`src/rtl/inst_fetch_unit.sv`:
```
// Instruction fetch: builds a 32-bit instruction from four sequential byte reads at the PC,
// presents it to IF/ID and holds the PC frozen while the fetch is outstanding.
module inst_fetch_unit #(
  parameter int MEM_LAT = 1
) (
  input  logic        clk,
  input  logic        rst,
  input  logic [31:0] pc_i,
  input  logic        stall_i,
  input  logic        flush_i,
  output logic        mem_req_o,
  output logic [31:0] mem_addr_o,
  input  logic        mem_grant_i,
  input  logic [7:0]  mem_rdata_i,
  output logic [31:0] if_pc_o,
  output logic [31:0] if_inst_o,
  output logic        if_valid_o,
  output logic        stall_req_o
);

  typedef enum logic [1:0] {
    S_IDLE  = 2'd0,
    S_FETCH = 2'd1,
    S_DONE  = 2'd2
  } state_e;

  state_e      state_q;
  logic [31:0] fetch_pc_q;
  logic [2:0]  issued_q;
  logic        epoch_q;
  logic [23:0] inst_lo_q;
  logic [31:0] if_pc_q;
  logic [31:0] if_inst_q;
  logic        if_valid_q;

  logic [MEM_LAT-1:0]      pipe_v_q;
  logic [MEM_LAT-1:0]      pipe_ep_q;
  logic [MEM_LAT-1:0][1:0] pipe_idx_q;

  logic       accept_d;
  logic       ret_ok_d;
  logic [1:0] ret_idx_d;

  assign mem_req_o   = (state_q == S_FETCH) && (issued_q < 3'd4) && !flush_i;
  assign mem_addr_o  = fetch_pc_q + {29'd0, issued_q};
  assign stall_req_o = (state_q != S_DONE) && !flush_i;
  assign if_pc_o     = if_pc_q;
  assign if_inst_o   = if_inst_q;
  assign if_valid_o  = if_valid_q;

  assign accept_d  = mem_req_o && mem_grant_i;
  assign ret_idx_d = pipe_idx_q[MEM_LAT-1];
  // Bytes belonging to an aborted fetch carry the old epoch and are dropped.
  assign ret_ok_d  = pipe_v_q[MEM_LAT-1] && (pipe_ep_q[MEM_LAT-1] == epoch_q) &&
                     (state_q == S_FETCH);

  always_ff @(posedge clk) begin
    if (rst) begin
      pipe_v_q   <= '0;
      pipe_ep_q  <= '0;
      pipe_idx_q <= '0;
    end else begin
      pipe_v_q[0]   <= accept_d;
      pipe_ep_q[0]  <= epoch_q;
      pipe_idx_q[0] <= issued_q[1:0];
      for (int k = 1; k < MEM_LAT; k++) begin
        pipe_v_q[k]   <= pipe_v_q[k-1];
        pipe_ep_q[k]  <= pipe_ep_q[k-1];
        pipe_idx_q[k] <= pipe_idx_q[k-1];
      end
    end
  end

  always_ff @(posedge clk) begin
    if (rst) begin
      state_q    <= S_IDLE;
      fetch_pc_q <= 32'd0;
      issued_q   <= 3'd0;
      epoch_q    <= 1'b0;
      inst_lo_q  <= 24'd0;
      if_pc_q    <= 32'd0;
      if_inst_q  <= 32'd0;
      if_valid_q <= 1'b0;
    end else if (flush_i) begin
      epoch_q    <= ~epoch_q;
      issued_q   <= 3'd0;
      if_valid_q <= 1'b0;
      state_q    <= S_IDLE;
    end else begin
      case (state_q)
        S_IDLE: begin
          fetch_pc_q <= pc_i;
          issued_q   <= 3'd0;
          inst_lo_q  <= 24'd0;
          state_q    <= S_FETCH;
        end
        S_FETCH: begin
          if (accept_d) begin
            issued_q <= issued_q + 3'd1;
          end
          if (ret_ok_d) begin
            case (ret_idx_d)
              2'd0: inst_lo_q[7:0]   <= mem_rdata_i;
              2'd1: inst_lo_q[15:8]  <= mem_rdata_i;
              2'd2: inst_lo_q[23:16] <= mem_rdata_i;
              default: begin
                if_inst_q  <= {mem_rdata_i, inst_lo_q};
                if_pc_q    <= fetch_pc_q;
                if_valid_q <= 1'b1;
                state_q    <= S_DONE;
              end
            endcase
          end
        end
        S_DONE: begin
          if (!stall_i) begin
            if_valid_q <= 1'b0;
            state_q    <= S_IDLE;
          end
        end
        default: begin
          if_valid_q <= 1'b0;
          state_q    <= S_IDLE;
        end
      endcase
    end
  end

endmodule

```
`config.mk`:
```
export PLATFORM = sky130hd
export DESIGN_NAME = inst_fetch_unit
export DESIGN_NICKNAME = d
export VERILOG_FILES = /design/src/rtl/inst_fetch_unit.sv
export SDC_FILE = /design/constraint.sdc
export NUM_CORES = 1
export LEC_CHECK = 0
export ABC_CLOCK_PERIOD_IN_PS = 2100
export CORE_MARGIN = 5
export CORE_UTILIZATION = 57
export CTS_CLUSTER_SIZE = 14
export DETAILED_ROUTE_END_ITERATION = 16
export DONT_BUFFER_PORTS = 1
export HOLD_SLACK_MARGIN = 0.06
export PLACE_DENSITY_LB_ADDON = 0.05
export SYNTH_ARGS = -nofsm -noshare
export SYNTH_HDL_FRONTEND = slang
export SYNTH_SLANG_ARGS = --single-unit
```
`constraint.sdc`:
```
create_clock -name clk -period 2.1 [get_ports clk]
set_input_delay 0.42 -clock clk [delete_from_list [all_inputs] [get_ports clk]]
set_output_delay 0.42 -clock clk [all_outputs]
set_load 0.005 [all_outputs]
```
# Word level (Yosys, flattened, before mapping)

Index checks and enable logic that the tools add are counted.

Input port bits: 45
Output and inout port bits: 99
Flip-flop bits (word level): 131

$add $sub $neg: 2
Magnitude comparators: 1
Reductions and logical operators: 20
Bitwise gates (word level): 4
Mux-type cells: 15
Equal/unequal tests: 13

Operator list:

| operator                                                        | number |
|---|---|
| 24-bit case mux with 2 select lines                             | 1 |
| 32-bit by 3-bit adder with 32-bit output                        | 1 |
| 24-bit 2-to-1 mux                                               | 1 |
| 8-bit 2-to-1 mux                                                | 3 |
| 4-bit AND reduction                                             | 5 |
| 2-bit != test, second input constant                            | 5 |
| 1-bit logical AND                                               | 6 |
| 2-bit 2-to-1 mux                                                | 3 |
| 2-bit by 1-bit != test with 1-bit output, second input constant | 3 |
| 2-bit case mux with 3 select lines                              | 1 |
| 3-bit case mux with 2 select lines                              | 1 |
| 2-bit by 1-bit == test with 1-bit output, second input constant | 2 |
| 2-bit == test, second input constant                            | 2 |
| 2-bit zero test                                                 | 2 |
| 1-bit inverter                                                  | 4 |
| 2-bit AND reduction                                             | 2 |
| 3-bit by 1-bit adder with 3-bit output, second input constant   | 1 |
| 3-bit < comparator, second input constant                       | 1 |
| 1-bit 2-to-1 mux                                                | 3 |
| 3-bit 2-to-1 mux                                                | 1 |
| 1-bit case mux with 3 select lines                              | 1 |
| 3-bit AND reduction                                             | 1 |
| 3-bit OR reduction                                              | 1 |
| 2-bit nonzero test                                              | 1 |
| 3 further kinds                                                 | 3 |

# Longest topological paths before layout

Word-level depth: 6
Mapped depth: 8
Mapped depth without buffers: 7

# Worst setup path after synthesis

No wires, ideal clock.

Kind: reg-to-output
From: reg issued_q[0]
To: out mem_addr_o[26]
Stages on the path, launching flop included: 9
Setup slack: -0.174 ns
Arrival: 1.854 ns
Cells stage by stage: dfxtp_1 ha_1 fa_1 a21oi_1 or3_4 or2_0 buf_6 nor3_2 xor2_1

Longest elaborated chain between the ends: 1

RTL lines:

| item                                     | line | RTL |
|---|---|---|
| start: declaration                       | 29   | `logic [2:0] issued_q;` |
| start signal: assignment                 | 99   | `issued_q <= issued_q + 3'd1;` |
| 32-bit by 3-bit adder with 32-bit output | 45   | `assign mem_addr_o = fetch_pc_q + {29'd0, issued_q};` |
| end: declaration                         | 12   | `output logic [31:0] mem_addr_o,` |

No other way between the ends.

# Final worst setup path

Same ends and word-level chain as after synthesis.

==> qor.csv <==
stage;metric;value;unit
status;status;finished, violations left;
status;violations;setup timing;
critical_path;crit_path_end_kind;output pin;
global_routing;grt_max_degree;93;
final_layout;fill_cells;610;
sta;relSlewSlack;60.48;%
sta;post-route-min-period;2749;ps
sta;setup_viol;30;
drt;vias;4736;
drt;wl;15120;um
synthesis;synth_top_family_by_area;simple AND/OR/NAND/NOR gates;
synthesis;ys_types;37;
synthesis;synth_edf_count;0;
cts;cts_root_buffer;clkbuf_8;
synthesis;yosysTopAreaCellShare;49.10;%
cts;htreeDepth;4;
synthesis;syn-num-nets;702;
sta;skew;9.176;ps
sta;fin_setup_tns;-13250;ps
floorplan;row_count;35;
critical_path;crit_fanout;5;
sta;tightest_slew;592.8;ps
synthesis;synth_compound_area_share;10.89;%
synthesis;synth_area;5341;um^2
critical_path;required;1680;ps
cts;clk_pin_slew;60;ps
synthesis;ys_seq_area_share;49.10;%
critical_path;path_delay_family;simple AND/OR/NAND/NOR gates;
synthesis;yosysWarnings;0;
cts;cts_buffers;17;
sta;worst_slack;-648.7;ps
synthesis;synth_seq_cells;131;
synthesis;ys_top_cells_by_count;nand2_1 (214), dfxtp_1 (131), a21oi_1 (104), clkbuf_1 (32), nand2b_1 (27);
place;dp.cells;756;
drt;via_per_inst;5.638;
drt;dr.pass1.iters;5;
critical_path;crit_type;flop to output pin;
critical_path;crit_buf_inv;1;
place;portBuffers;0;
final_layout;drive_above_1_share;20.71;%
run;drv_cap;0;
synthesis;yosys-top-cells-area;dfxtp_1 (49%), nand2_1 (15%), a21oi_1 (9.7%), mux2i_1 (4.5%), nand2b_1 (3.2%);
worst_hold_path;hp-class;input pin to flop;
synthesis;synthAdderAreaFrac;1.312;%
critical_path;crit_chain;ha_4 > fa_2 > a21oi_2 > or3_4 > or2_1 > buf_6 > nor3_4 > xor2_1;
place;gp_routability_congestion;0.8277;
synthesis;synth_xor_area_share;5.247;%
global_routing;grt_pass1_vias;4608;
critical_path;cp_slowest_cell;dfxtp_2;
synthesis;synthCells;652;
cts;cts_tree;yes;
sta;fin_crit_sh;130.9;%
synthesis;yosysTopAreaCell;dfxtp_1;
sta;slew_violations;0;
floorplan;initial_core_util;58.08;%
critical_path;arrival;2330;ps
sta;fin_hold_ws;97.09;ps
sta;clock.fmax;363.8;MHz
floorplan;io_pins;144;
floorplan;design.core.area;9196;um^2
global_routing;grt_antenna_before_repair;0;
power;vdd_drop_max;0.0004977;V
drt;drc;0;
drt;drt_iter0_markers;319;
power;leakage;2.839;nW
floorplan;die_area;11410;um^2
global_routing;track_usage;26.63;%
critical_path;critPathLaunchType;flop;
global_routing;gr-total-overflow;0;
cts;clock_latency;510;ps
power;finalPower;6.133;mW
synthesis;synth_most_common_cell;nand2_1;
global_routing;grt_pass1_wl;23940;um
sta;rsz0062_at_grt;true;
synthesis;avgSynthCellArea;8.192;um^2
sta;hold_viol_final;0;
power;power_density;852.3;nW/um^2
cts;cts.sinks;131;
final_layout;instances_no_fill;840;
synthesis;synth_mux_area_share;4.708;%
drt;detail-route-antenna-nets;0;
floorplan;fp.dieW;106.8;um
place;dpl.hpwl;9007;um
critical_path;max_stage_delay;360;ps
synthesis;ys_async_sr_fraction;0;%
final_layout;synthToLayoutAreaGrowth;34.72;%
final_layout;antenna_cells;0;
drt;post_drt_wl_per_cell;18.00;um
synthesis;synth_ff_type;dfxtp_1;
cts;cts_buffer_depth;2;
final_layout;nets;767;
synthesis;yosys.area_share.simple;25.35;%
floorplan;die_y;106.8;um
==> area by class of cell <==
class	count	area, um^2	share of cell area, %
Sequential cell	131	2636	36.64
Inverter	7	26.28	0.3652
Clock inverter	14	225.2	3.130
Multi-Input combinational cell	475	2953	41.04
Timing Repair Buffer	85	802.0	11.15
Clock buffer	17	414.1	5.756
Tap cell	111	138.9	1.930
==> flip-flops by register name, indices dropped and copies added (netlist names) <==
signal,cells
if_pc_o,32
pipe_idx_q,2
if_valid_o,1
epoch_q,1
pipe_ep_q,1
inst_lo_q,24
state_q,2
pipe_v_q,1
if_inst_o,32
issued_q,3
fetch_pc_q,32
==> cells in the final DEF (no fill, tap or decap), types with 3 or more instances in the layout <==
master and instances:
nand2_1 209, dfxtp_1 122, a21oi_1 102, dlygate4sd3_1 40, buf_4 37, nand2b_1 27
mux2i_1 24, clkbuf_16 16, xnor2_2 12, nor2_1 8, dfxtp_2 8, xor2_2 7
inv_1 7, xnor2_1 7, nand3_2 5, nand3_4 5, nor2_4 5, xor2_1 5
nand3_1 5, bufinv_16 5, buf_6 5, nor3_4 4, o21ai_0 4, clkinv_4 4
inv_6 4, and3_4 3, nand2_2 3, nor3_1 3, nor2b_1 3, ha_4 3
==> timing repair <==
item,CTS,global route
buffers inserted,11,1
hold buffers,41,0
pin swaps,31,13
gates cloned,0,0
hold endpoints to repair,102,0
setup endpoints to repair,30,40
resized for setup,63,13
==> cell families after synthesis <==
group / count (synthesis)
simple gates: 301
flops: 131
xor+xnor: 32
mux: 25
fa+ha+maj: 5
compound gates: 112
buf+inv: 46
==> per-stage QoR <==
stage / setup slack (ps) / cell area (um^2) / util, %
global placement: -135.1 / 5653 / 61.47
floorplan: -98.23 / 5405 / -
CTS: -630.2 / 7122 / 77.44
global route: -744.6 / 7196 / 78.24
detailed placement: -164.0 / 5653 / 61.47
finish: -648.7 / 7196 / 78.24
==> report_power, final <==
group	internal (mW)	switching [mW]	total [mW]	leakage, nW
clock network	2.06	1.11	3.17	0.314
logic	0.177	0.191	0.368	1.46
registers	2.54	0.0533	2.59	1.07
==> final timing paths <==
check,startpoint,to,slack [ps],depth (start not counted)
setup / recovery,issued_q[0],mem_addr_o[26],-650,8
hold / removal,stall_i,state_q[1],100,2
setup reg to reg,state_q[1],fetch_pc_q[23],210,6
hold reg to reg,inst_lo_q[20],if_inst_o[20],450,2
==> layer usage <==
layer / up-vias / wire [um] / track usage (%) / part of all wire, %
li1: 2257 / - / - / -
met1: 2278 / 6064 / 32.23 / 40
met2: 182 / 7423 / 44.47 / 49
met3: 19 / 1418 / 11.02 / 9.4
met4: 0 / 212 / 5.845 / 1.4
met5: - / 0 / 0 / 0
No activity file was read; power rests on OpenSTA's default activity.
